$ cat config.mk
export PLATFORM = sky130hd
export DESIGN_NAME = fib_sequencer_flat
export DESIGN_NICKNAME = d
export VERILOG_FILES = /design/src/rtl/fib_if.sv /design/src/rtl/fib_sequencer.sv /design/src/flat_wrapper.sv
export SDC_FILE = /design/constraint.sdc
export NUM_CORES = 1
export LEC_CHECK = 0
export ABC_CLOCK_PERIOD_IN_PS = 4400
export BUFFER_PORTS_ARGS = -buffer_cell sky130_fd_sc_hd__clkbuf_2
export CAP_MARGIN = 15
export CORE_MARGIN = 5
export CORE_UTILIZATION = 55
export CTS_CLUSTER_SIZE = 10
export DETAILED_ROUTE_END_ITERATION = 8
export PLACE_DENSITY = 0.85
export SLEW_MARGIN = 20
export SYNTH_ARGS = -nofsm -noshare
export SYNTH_HDL_FRONTEND = slang
export SYNTH_SLANG_ARGS = --single-unit
$ cat constraint.sdc
create_clock -name clk -period 4.4 [get_ports clk]
set_input_delay 0.44 -clock clk [delete_from_list [all_inputs] [get_ports clk]]
set_output_delay 0.44 -clock clk [all_outputs]
set_load 0.05 [all_outputs]
$ cat src/rtl/fib_if.sv
// Control bundle between the Fibonacci sequencer and the regfile/ALU datapath.
// The sequencer takes the master side; the datapath (or the bench) takes the slave side.
interface fib_if #(
    parameter int DATA_W = 16,
    parameter int ADDR_W = 4
);
    logic              start;
    logic [4:0]        n_terms;
    logic              alu_carry;
    logic              rf_wen;
    logic [ADDR_W-1:0] rf_waddr;
    logic [ADDR_W-1:0] rf_raddr_a;
    logic [ADDR_W-1:0] rf_raddr_b;
    logic [3:0]        alu_op;
    logic              imm_en;
    logic [DATA_W-1:0] imm_val;
    logic              busy;
    logic              done;
    logic              ovf;
    logic [4:0]        term_count;

    modport master (
        input  start, n_terms, alu_carry,
        output rf_wen, rf_waddr, rf_raddr_a, rf_raddr_b, alu_op, imm_en, imm_val,
               busy, done, ovf, term_count
    );

    modport slave (
        output start, n_terms, alu_carry,
        input  rf_wen, rf_waddr, rf_raddr_a, rf_raddr_b, alu_op, imm_en, imm_val,
               busy, done, ovf, term_count
    );
endinterface

$ cat src/rtl/fib_sequencer.sv
// Fibonacci sequencer: writes term k into register k, one term per clock.
// Stops on the requested count or on ALU carry, then parks read port A on the last term.
module fib_sequencer #(
    parameter int         DATA_W = 16,
    parameter int         ADDR_W = 4,
    parameter logic [3:0] OP_ADD = 4'b0101,
    parameter logic [3:0] OP_MOV = 4'b1101
) (
    input logic   clk,
    input logic   rst,
    fib_if.master bus
);
    // state | meaning
    // IDLE  | waiting for start; read port A shows last written term
    // LOAD0 | write immediate 1 into r0
    // LOAD1 | write immediate 1 into r1
    // STEP  | r[idx] = r[idx-2] + r[idx-1]; abort without writing on carry
    // DONE  | one-cycle completion pulse
    typedef enum logic [2:0] {IDLE, LOAD0, LOAD1, STEP, DONE} state_t;

    localparam logic [4:0] MAX_TERMS = 5'(2 ** ADDR_W);

    state_t            state;
    logic [4:0]        idx;
    logic [4:0]        target;
    logic [4:0]        term_count;
    logic [ADDR_W-1:0] last_idx;
    logic              ovf;

    logic              wr;
    logic [ADDR_W-1:0] waddr;
    logic [ADDR_W-1:0] raddr_a;
    logic [ADDR_W-1:0] raddr_b;
    logic [3:0]        op;
    logic              imm_en;
    logic [DATA_W-1:0] imm_val;
    logic              busy;
    logic              done;
    logic [4:0]        n_clamped;

    assign n_clamped = (bus.n_terms > MAX_TERMS) ? MAX_TERMS : bus.n_terms;

    always_comb begin
        wr      = 1'b0;
        waddr   = '0;
        raddr_a = last_idx;
        raddr_b = '0;
        op      = OP_ADD;
        imm_en  = 1'b0;
        imm_val = '0;
        busy    = 1'b0;
        done    = 1'b0;
        case (state)
            LOAD0: begin
                wr      = 1'b1;
                op      = OP_MOV;
                imm_en  = 1'b1;
                imm_val = DATA_W'(1);
                busy    = 1'b1;
            end
            LOAD1: begin
                wr      = 1'b1;
                waddr   = ADDR_W'(1);
                op      = OP_MOV;
                imm_en  = 1'b1;
                imm_val = DATA_W'(1);
                busy    = 1'b1;
            end
            STEP: begin
                wr      = ~bus.alu_carry;
                waddr   = ADDR_W'(idx);
                raddr_a = ADDR_W'(idx - 5'd2);
                raddr_b = ADDR_W'(idx - 5'd1);
                busy    = 1'b1;
            end
            DONE:    done = 1'b1;
            default: ;
        endcase
    end

    always_ff @(posedge clk) begin
        if (rst) begin
            state      <= IDLE;
            idx        <= '0;
            target     <= '0;
            term_count <= '0;
            last_idx   <= '0;
            ovf        <= 1'b0;
        end else begin
            if (wr) begin
                term_count <= term_count + 5'd1;
                last_idx   <= waddr;
            end
            case (state)
                IDLE: begin
                    if (bus.start) begin
                        target     <= n_clamped;
                        idx        <= '0;
                        ovf        <= 1'b0;
                        term_count <= '0;
                        state      <= (n_clamped == 5'd0) ? DONE : LOAD0;
                    end
                end
                LOAD0: state <= (target > 5'd1) ? LOAD1 : DONE;
                LOAD1: begin
                    if (target > 5'd2) begin
                        idx   <= 5'd2;
                        state <= STEP;
                    end else begin
                        state <= DONE;
                    end
                end
                STEP: begin
                    if (bus.alu_carry) begin
                        ovf   <= 1'b1;
                        state <= DONE;
                    end else if (idx == target - 5'd1) begin
                        state <= DONE;
                    end else begin
                        idx <= idx + 5'd1;
                    end
                end
                DONE:    state <= IDLE;
                default: state <= IDLE;
            endcase
        end
    end

    // No regfile write may happen in a reset cycle, even mid-run.
    assign bus.rf_wen     = wr & ~rst;
    assign bus.rf_waddr   = waddr;
    assign bus.rf_raddr_a = raddr_a;
    assign bus.rf_raddr_b = raddr_b;
    assign bus.alu_op     = op;
    assign bus.imm_en     = imm_en;
    assign bus.imm_val    = imm_val;
    assign bus.busy       = busy;
    assign bus.done       = done;
    assign bus.ovf        = ovf;
    assign bus.term_count = term_count;
endmodule
$ cat src/flat_wrapper.sv
// flat-port wrapper written by rule: the top's interface ports become plain ports
module fib_sequencer_flat 
#(
    parameter int         DATA_W = 16,
    parameter int         ADDR_W = 4,
    parameter logic [3:0] OP_ADD = 4'b0101,
    parameter logic [3:0] OP_MOV = 4'b1101
)
  (clk, rst, bus_start, bus_n_terms, bus_alu_carry, bus_rf_wen, bus_rf_waddr, bus_rf_raddr_a, bus_rf_raddr_b, bus_alu_op, bus_imm_en, bus_imm_val, bus_busy, bus_done, bus_ovf, bus_term_count);
  fib_if #(.DATA_W(DATA_W), .ADDR_W(ADDR_W)) bus_i ();
  input logic clk;
  input logic rst;
  input wire logic [$bits(bus_i.start)-1:0] bus_start;
  input wire logic [$bits(bus_i.n_terms)-1:0] bus_n_terms;
  input wire logic [$bits(bus_i.alu_carry)-1:0] bus_alu_carry;
  output wire logic [$bits(bus_i.rf_wen)-1:0] bus_rf_wen;
  output wire logic [$bits(bus_i.rf_waddr)-1:0] bus_rf_waddr;
  output wire logic [$bits(bus_i.rf_raddr_a)-1:0] bus_rf_raddr_a;
  output wire logic [$bits(bus_i.rf_raddr_b)-1:0] bus_rf_raddr_b;
  output wire logic [$bits(bus_i.alu_op)-1:0] bus_alu_op;
  output wire logic [$bits(bus_i.imm_en)-1:0] bus_imm_en;
  output wire logic [$bits(bus_i.imm_val)-1:0] bus_imm_val;
  output wire logic [$bits(bus_i.busy)-1:0] bus_busy;
  output wire logic [$bits(bus_i.done)-1:0] bus_done;
  output wire logic [$bits(bus_i.ovf)-1:0] bus_ovf;
  output wire logic [$bits(bus_i.term_count)-1:0] bus_term_count;
  assign bus_i.start = bus_start;
  assign bus_i.n_terms = bus_n_terms;
  assign bus_i.alu_carry = bus_alu_carry;
  assign bus_rf_wen = bus_i.rf_wen;
  assign bus_rf_waddr = bus_i.rf_waddr;
  assign bus_rf_raddr_a = bus_i.rf_raddr_a;
  assign bus_rf_raddr_b = bus_i.rf_raddr_b;
  assign bus_alu_op = bus_i.alu_op;
  assign bus_imm_en = bus_i.imm_en;
  assign bus_imm_val = bus_i.imm_val;
  assign bus_busy = bus_i.busy;
  assign bus_done = bus_i.done;
  assign bus_ovf = bus_i.ovf;
  assign bus_term_count = bus_i.term_count;
  fib_sequencer #(.DATA_W(DATA_W), .ADDR_W(ADDR_W), .OP_ADD(OP_ADD), .OP_MOV(OP_MOV)) u_core (.clk(clk), .rst(rst), .bus(bus_i));
endmodule
==> results.json, run 1 <==
{
  "synth.area.mux_share_pct": 0,
  "hold_depth": 3,
  "status": "finished clean",
  "path_class": "reg2out",
  "max-vdd-ir-drop_uv": 210.2,
  "r2r_setup_slack_ps": 1920,
  "row_count": 20,
  "area_growth_pct": 4.078,
  "drive_above_1_share_pct": 16.88,
  "cap_viol_max_count": 0,
  "drt-total-wl_mm": 3.369,
  "synth_cell_types": 46,
  "layout_setup_ws_ps": 1891,
  "clk_path_buf_depth": 2,
  "path_clk_slew_ps": 130,
  "cp.arrival_ps": 2070,
  "cts_max_level": 1,
  "rr_endpoint": "u_core.state[0]",
  "min_period_ps": 2509,
  "final_area_um2": 1724,
  "ctsHoldBuffers": 0,
  "rsz0062_at_grt": "no",
  "cp-start-kind": "flip-flop",
  "io_pins": 51,
  "ant_nets": 0,
  "p_per_area_nw_per_um2": 296.2,
  "diodes": 0,
  "tns_ps": 0,
  "initial_utilization_pct": 55.63,
  "dp_cells": 266,
  "synth-xor-area-share_pct": 7.402,
  "dp_hpwl_mm": 2.629,
  "holdPathEnd": "u_core.target[4]",
  "worst_setup_path_end_kind": "output pin",
  "grt_pass1_vias": 1278,
  "fin_crit_sh_pct": 57.03,
  "die_x_um": 64.88,
  "worst-path-max-fanout": 17,
  "synth_top_family_by_area": "simple AND/OR/NAND/NOR gates",
  "grt_pass1_wl_mm": 5.513,
  "maxSlewHeadroom_pct": 37.63,
  "synth_compound_area_share_pct": 17.60,
  "gr-usage-all-layers_pct": 15.92,
  "final_nets": 256,
  "num_vias": 1439,
  "dr.pass1.iters": 4,
  "finalSetupViolCount": 0,
  "synth-seq-area-share_pct": 27.79,
  "synthAdderAreaFrac_pct": 6.798,
  "grt_max_degree": 20,
  "fillers": 290,
  "fin_skew_ps": 4.120,
  "gp_congestion": 0.8014,
  "insertion_delay_ps": 300,
  "cts_root_buffer": "clkbuf_4",
  "hold_violations": 0,
  "ys_seq_elements": 23,
  "gr-total-overflow": 0,
  "cts_resized": 0,
  "max_freq_ghz": 0.3985,
  "vias_per_cell": 5.330,
  "die_area_um2": 4209,
  "tightestPinTransition_ps": 933.7,
  "routedWlPerCell_um": 12.48,
  "synth_area_per_cell_um2": 7.669,
  "numCtsBuffers": 3,
  "drc": 0,
  "synth_cells": 216,
  "min_from": "bus_start",
  "syn_area_um2": 1657,
  "layoutNonFillerInstCount": 270,
  "reg2reg_depth": 7,
  "drt_iter0_markers": 75,
  "antenna_found_initial": 0,
  "core-area_um2": 2978,
  "yosysWarnings": 0,
  "clock_sinks": 23,
  "yosys.area_share.simple_pct": 24.62,
  "p_leak_nw": 0.7346,
  "cp.required_ps": 3960,
  "cts_tree": "yes",
  "placed_area_um2": 1698,
  "die_h_um": 64.88,
  "place_ws_ps": 1945,
  "drv_slew": 0,
  "port_buffers": 32,
  "hold_path_class": "in2reg",
  "postCtsSetupBuffers": 0,
  "reg2reg_from": "u_core.target[0]"
}
[critical path, stage by stage, from the launching register on]
cell	delay, ps
dfxtp_1	540
nand2b_4	220
or2_1	440
nor2_1	140
nor2_1	140
clkbuf_2	280
[cell type report]
type / count / area [um2] / area share [%]
multi-input cells: 169 / 1002 / 58.13
inverters: 9 / 33.78 / 1.959
clock buffers: 4 / 26.28 / 1.524
flip-flops and latches: 23 / 460.4 / 26.71
well taps: 33 / 41.29 / 2.395
repair buffers: 32 / 160.2 / 9.289
[Yosys cell counts, drive strengths merged]
cell type  number  share of area, %
xor2            6               3.2
a21oi          16               4.8
and2            3               1.1
o31ai           3               1.4
o311ai          1              0.53
clkbuf          5               1.4
o31a            2               1.1
o21a            1              0.45
nand3b          2              0.91
nand4           2              0.76
a22oi           1              0.45
a31oi           4               1.5
nor2           28               6.3
o41ai           1              0.53
nand3           2              0.60
nor2b           1              0.38
nor3            5               1.8
a211o           1              0.53
xnor2           8               4.2
or3             2              0.76
nand2          26               5.9
inv             9               2.0
a2111oi         1              0.91
and3            1              0.38
or4             3               1.4
nand4b          1              0.53
or2             1              0.38
dfxtp          23                28
ha              9               6.8
nand2b          3               1.6
a211oi          2               1.2
o2bb2ai         2               1.1
buf            26                12
o211ai          1              0.45
o21ai           6               1.8
o21bai          1              0.45
a21o            1              0.45
conb            2              0.45
nor3b           4               1.8
[per-stage QoR]
stage | power, mW | hold WS (ps) | utilization (%)
after floorplan | 0.4019 | 436.6 | -
after detailed placement | 0.4146 | 447.0 | 57.02
after global placement | 0.4130 | 444.1 | 57.02
after global routing | 0.5377 | 437.9 | 57.90
final | 0.5106 | 435.1 | 57.90
after CTS | 0.5123 | 440.0 | 57.90
[sequential cells by signal (all words and copies together) (netlist names)]
name	count
u_core.last_idx	4
u_core.bus.ovf	1
u_core.bus.term_count	5
u_core.target	5
u_core.state	3
u_core.idx	5
[worst max-delay path by stage]
stage | startpoint | to | cells after the start
after CTS | u_core.state[2] | bus_rf_raddr_a[1] | 5
after global routing | u_core.target[0] | u_core.state[0] | 7
after floorplan | u_core.state[1] | bus_rf_wen | 5
after detailed placement | u_core.target[0] | u_core.state[0] | 7
final | u_core.state[2] | bus_rf_raddr_a[1] | 5
after global placement | u_core.target[0] | u_core.state[0] | 7
[cell usage in the layout (no fill, tap or decap), types with 2 or more instances in the layout]
cell type | synthesis | layout
nor3b_1 | 4 | 4
ha_1 | 9 | 9
clkbuf_4 | 1 | 3
and2_1 | 3 | 3
a21oi_1 | 16 | 16
nand3b_1 | 2 | 2
nor2_1 | 28 | 28
a31oi_1 | 4 | 4
xor2_1 | 6 | 6
nand2b_1 | 2 | 2
o21ai_0 | 6 | 6
nand3_1 | 2 | 2
dfxtp_1 | 23 | 23
clkbuf_2 | 0 | 32
o2bb2ai_1 | 2 | 2
o31ai_1 | 3 | 3
or3_1 | 2 | 2
nor3_1 | 4 | 4
nand4_1 | 2 | 2
xnor2_1 | 8 | 8
o31a_1 | 2 | 2
or4_1 | 3 | 3
nand2_1 | 26 | 26
conb_1 | 2 | 18
inv_1 | 8 | 8
[cell families (layout without fill, tap and decap cells)]
| logic type | after synthesis | count (layout) |
|---|---|---|
| XOR/XNOR | 14 | 14 |
| other | 2 | 18 |
| buffers and inverters | 40 | 45 |
| AO/OA/AOI/OAI | 44 | 44 |
| AND/OR/NAND/NOR | 84 | 84 |
| flip-flops | 23 | 23 |
| adder cells (fa/ha/maj) | 9 | 9 |
[layer usage]
layer | vias up | routed length, um | GRT usage (%)
met1 | 664 | 1497 | 20.51
met2 | 37 | 1661 | 27.08
li1 | 734 | - | -
met3 | 4 | 182 | 2.600
met4 | 0 | 27 | 4.749
met5 | - | 0 | 0
[power by group]
group / internal [mW] / switching, mW
Combinational: 0.0431 / 0.140
Sequential: 0.216 / 0.0129
Clock: 0.0353 / 0.0638
Total: 0.294 / 0.216
Note: power is estimated with default switching activity, not from simulation.
==> run 2, diff against run 1 <==
--- a/config.mk
+++ b/config.mk
@@ -5,14 +5,15 @@
 export SDC_FILE = /design/constraint.sdc
 export NUM_CORES = 1
 export LEC_CHECK = 0
-export ABC_CLOCK_PERIOD_IN_PS = 4400
+export ABC_AREA = 1
+export ABC_CLOCK_PERIOD_IN_PS = 2400
 export BUFFER_PORTS_ARGS = -buffer_cell sky130_fd_sc_hd__clkbuf_2
 export CAP_MARGIN = 15
 export CORE_MARGIN = 5
-export CORE_UTILIZATION = 55
+export CORE_UTILIZATION = 51
 export CTS_CLUSTER_SIZE = 10
 export DETAILED_ROUTE_END_ITERATION = 8
-export PLACE_DENSITY = 0.85
+export PLACE_DENSITY = 0.79
 export SLEW_MARGIN = 20
 export SYNTH_ARGS = -nofsm -noshare
 export SYNTH_HDL_FRONTEND = slang
==> constraint.sdc (replaced) <==
create_clock -name clk -period 2.4 [get_ports clk]
set_input_delay 0.24 -clock clk [delete_from_list [all_inputs] [get_ports clk]]
set_output_delay 0.24 -clock clk [all_outputs]
set_load 0.05 [all_outputs]
==> run 2 against run 1 <==
Effect of this change:
- routed wire length grew 5.8%
- sequential power increased by 140%
- power grew to 3.6 times the previous value
- critical path type unchanged
- cell count grew 20%
- critical path depth up 2
- area after synthesis is 2.0% higher
- clock skew increased by 0.68 ps
- core utilization increased by 1.0 points
- critical endpoint is now bus_rf_raddr_b[3]
==> results.json, run 2 <==
{
  "cp.arrival_ps": 1910,
  "synth-seq-area-share_pct": 27.26,
  "diodes": 0,
  "cts_tree": "yes",
  "tns_ps": 0,
  "ys_seq_elements": 23,
  "path_clk_slew_ps": 140,
  "worst-path-max-fanout": 16,
  "min_from": "rst",
  "vias_per_cell": 4.800,
  "io_pins": 51,
  "reg2reg_from": "u_core.target[0]",
  "reg2reg_depth": 13,
  "yosysWarnings": 0,
  "top_regs": "u_core.bus.term_count (5), u_core.idx (5), u_core.target (5)",
  "yosys.area.top_type": "dfxtp_1",
  "die_area_um2": 4563,
  "synth_area_per_cell_um2": 6.703,
  "worst_setup_path_end_kind": "output pin",
  "synth_top_cell_area_share_pct": 27.26,
  "synth_edf_count": 0,
  "area_growth_pct": 8.222,
  "drt_iter0_markers": 94,
  "ant_nets": 0,
  "synth_common_cells": "45 x nand2_1, 43 x nor2_1, 24 x inv_1",
  "fillers": 325,
  "clock_sinks": 23,
  "hold_depth": 2,
  "antenna_found_initial": 0,
  "final_nets": 300,
  "min_period_ps": 2153,
  "initial_utilization_pct": 54.44,
  "grt_pass1_wl_mm": 5.775,
  "die_x_um": 67.55,
  "synth_compound_area_share_pct": 10.52,
  "cts_max_level": 1,
  "num_vias": 1560,
  "synth_cell_types": 29,
  "status": "finished clean",
  "grt_pass1_vias": 1347,
  "clk_path_buf_depth": 2,
  "dr.pass1.iters": 4,
  "grt_max_degree": 17,
  "rsz0062_at_grt": "no",
  "port_buffers": 32,
  "max_freq_ghz": 0.4644,
  "gr-usage-all-layers_pct": 16.12,
  "die_h_um": 67.55,
  "synth.area.mux_share_pct": 0,
  "core-area_um2": 3103,
  "synthAdderAreaFrac_pct": 6.667,
  "p_per_area_nw_per_um2": 996.9,
  "synth_top_family_by_area": "simple AND/OR/NAND/NOR gates",
  "routedWlPerCell_um": 10.96,
  "drc": 0,
  "dp_hpwl_mm": 2.865,
  "slowest_delay_ps": 400,
  "rr_endpoint": "u_core.state[0]",
  "postCtsSetupBuffers": 0,
  "numCtsBuffers": 3,
  "yosys.area_share.simple_pct": 36.89,
  "synth_ff_type": "dfxtp_1",
  "drive_above_1_share_pct": 20.64,
  "cts_resized": 0,
  "cts_root_buffer": "clkbuf_4",
  "fin_skew_ps": 4.796,
  "gp_congestion": 0.8994,
  "layoutNonFillerInstCount": 325,
  "crit_chain": "inv_2 -> nor2_4 -> nand2_4 -> inv_1 -> o21ai_0 -> a21oi_1 -> clkbuf_2",
  "p_leak_nw": 0.9618,
  "row_count": 20,
  "async_flop_share_pct": 0,
  "gr-total-overflow": 0,
  "max-vdd-ir-drop_uv": 706.6,
  "synth_cells": 252,
  "cp-start-kind": "flip-flop",
  "path_class": "reg2out",
  "finalSetupViolCount": 0,
  "critPathSlowestCell": "dfxtp_1",
  "hold_violations": 0,
  "cap_viol_max_count": 0,
  "netlist_top_cells_area": "dfxtp_1 27%, nand2_1 10%, nor2_1 9.6%",
  "cp.required_ps": 2160,
  "mostFrequentLayoutCell": "nand2_1",
  "drv_slew": 0,
  "holdPathEnd": "u_core.target[0]",
  "synth-xor-area-share_pct": 2.074,
  "ctsHoldBuffers": 0,
  "final_cell_mix": "45 x nand2_1, 43 x nor2_1, 32 x clkbuf_2",
  "insertion_delay_ps": 330,
  "fin_crit_sh_pct": 89.72,
  "syn_area_um2": 1689,
  "yosysMostFrequentCell": "nand2_1",
  "r2r_setup_slack_ps": 700,
  "dp_cells": 321,
  "drt-total-wl_mm": 3.563,
  "hold_path_class": "in2reg"
}
run 2: changes by cell type in the layout (fill, tap and decap cells not counted), moves of 4 or more:
cell	change
o21ai_0	+11
xor2_1	-4
xnor2_1	-6
nor2_1	+15
a21oi_1	-5
nand3_1	+13
nand2_1	+19
nand2_2	+6
inv_1	+16
inv_2	+4
run 2: worst max-delay path by stage:
stage                                from                 to  slack [ps]  cells past startpoint
final                     u_core.state[1]  bus_rf_raddr_b[3]         250                      7
after CTS                 u_core.state[1]  bus_rf_raddr_b[3]         270                      7
after floorplan             u_core.idx[2]  bus_rf_raddr_a[3]         200                      5
after global placement    u_core.state[1]  bus_rf_raddr_b[3]         690                      7
after detailed placement  u_core.state[1]  bus_rf_raddr_b[3]         640                      7
after global routing      u_core.state[1]  bus_rf_raddr_b[3]          90                      7
run 2: power by group:
group	leakage [nW]	switching (mW)	internal [mW]	total [mW]
combinational	0.756	0.767	0.300	1.07
clock	0.0177	0.133	0.0627	0.196
sequential	0.188	0.0944	0.465	0.559
run 2: layer usage:
layer | global-route usage (%) | wire, um
met5 | 0 | 0
met3 | 1.997 | 190
met2 | 26.49 | 1578
met1 | 22.00 | 1758
met4 | 4.557 | 36
run 2: cell families after synthesis:
kind of cell,after synthesis
compound gates,33
flops,23
buf+inv,52
xor+xnor,4
fa+ha+maj,9
simple gates,129
other cells,2
run 2: layout make-up:
cell class / instances / area, um2 / share of cell area (%)
clock inverters: 1 / 5.005 / 0.2738
flip-flops and latches: 23 / 460.4 / 25.19
inverters: 29 / 108.9 / 5.955
clock buffers: 3 / 22.52 / 1.232
well taps: 44 / 55.05 / 3.012
repair buffers: 32 / 160.2 / 8.761
multi-input cells: 193 / 1016 / 55.58
run 2: through the flow:
step	hold slack, ps	power, mW	instance area (um2)	util, %	setup WS [ps]
4_1_cts	153.1	1.824	1828	58.91	265.4
2_1_floorplan	309.4	1.474	1749	-	199.9
6_report	143.0	1.822	1828	58.91	246.8
3_5_place_dp	456.4	1.634	1800	58.02	639.5
3_3_place_gp	443.1	1.622	1800	58.02	694.3
5_1_grt	175.5	1.967	1828	58.91	85.76
run 2: critical path: cells and delay by family, from the launching register on:
| family | cells | cell delay (ps) |
|---|---|---|
| DFF | 1 | 400 |
| buffers and inverters | 3 | 630 |
| and+or+nand+nor | 2 | 280 |
| AOI/OAI and AO/OA | 2 | 270 |
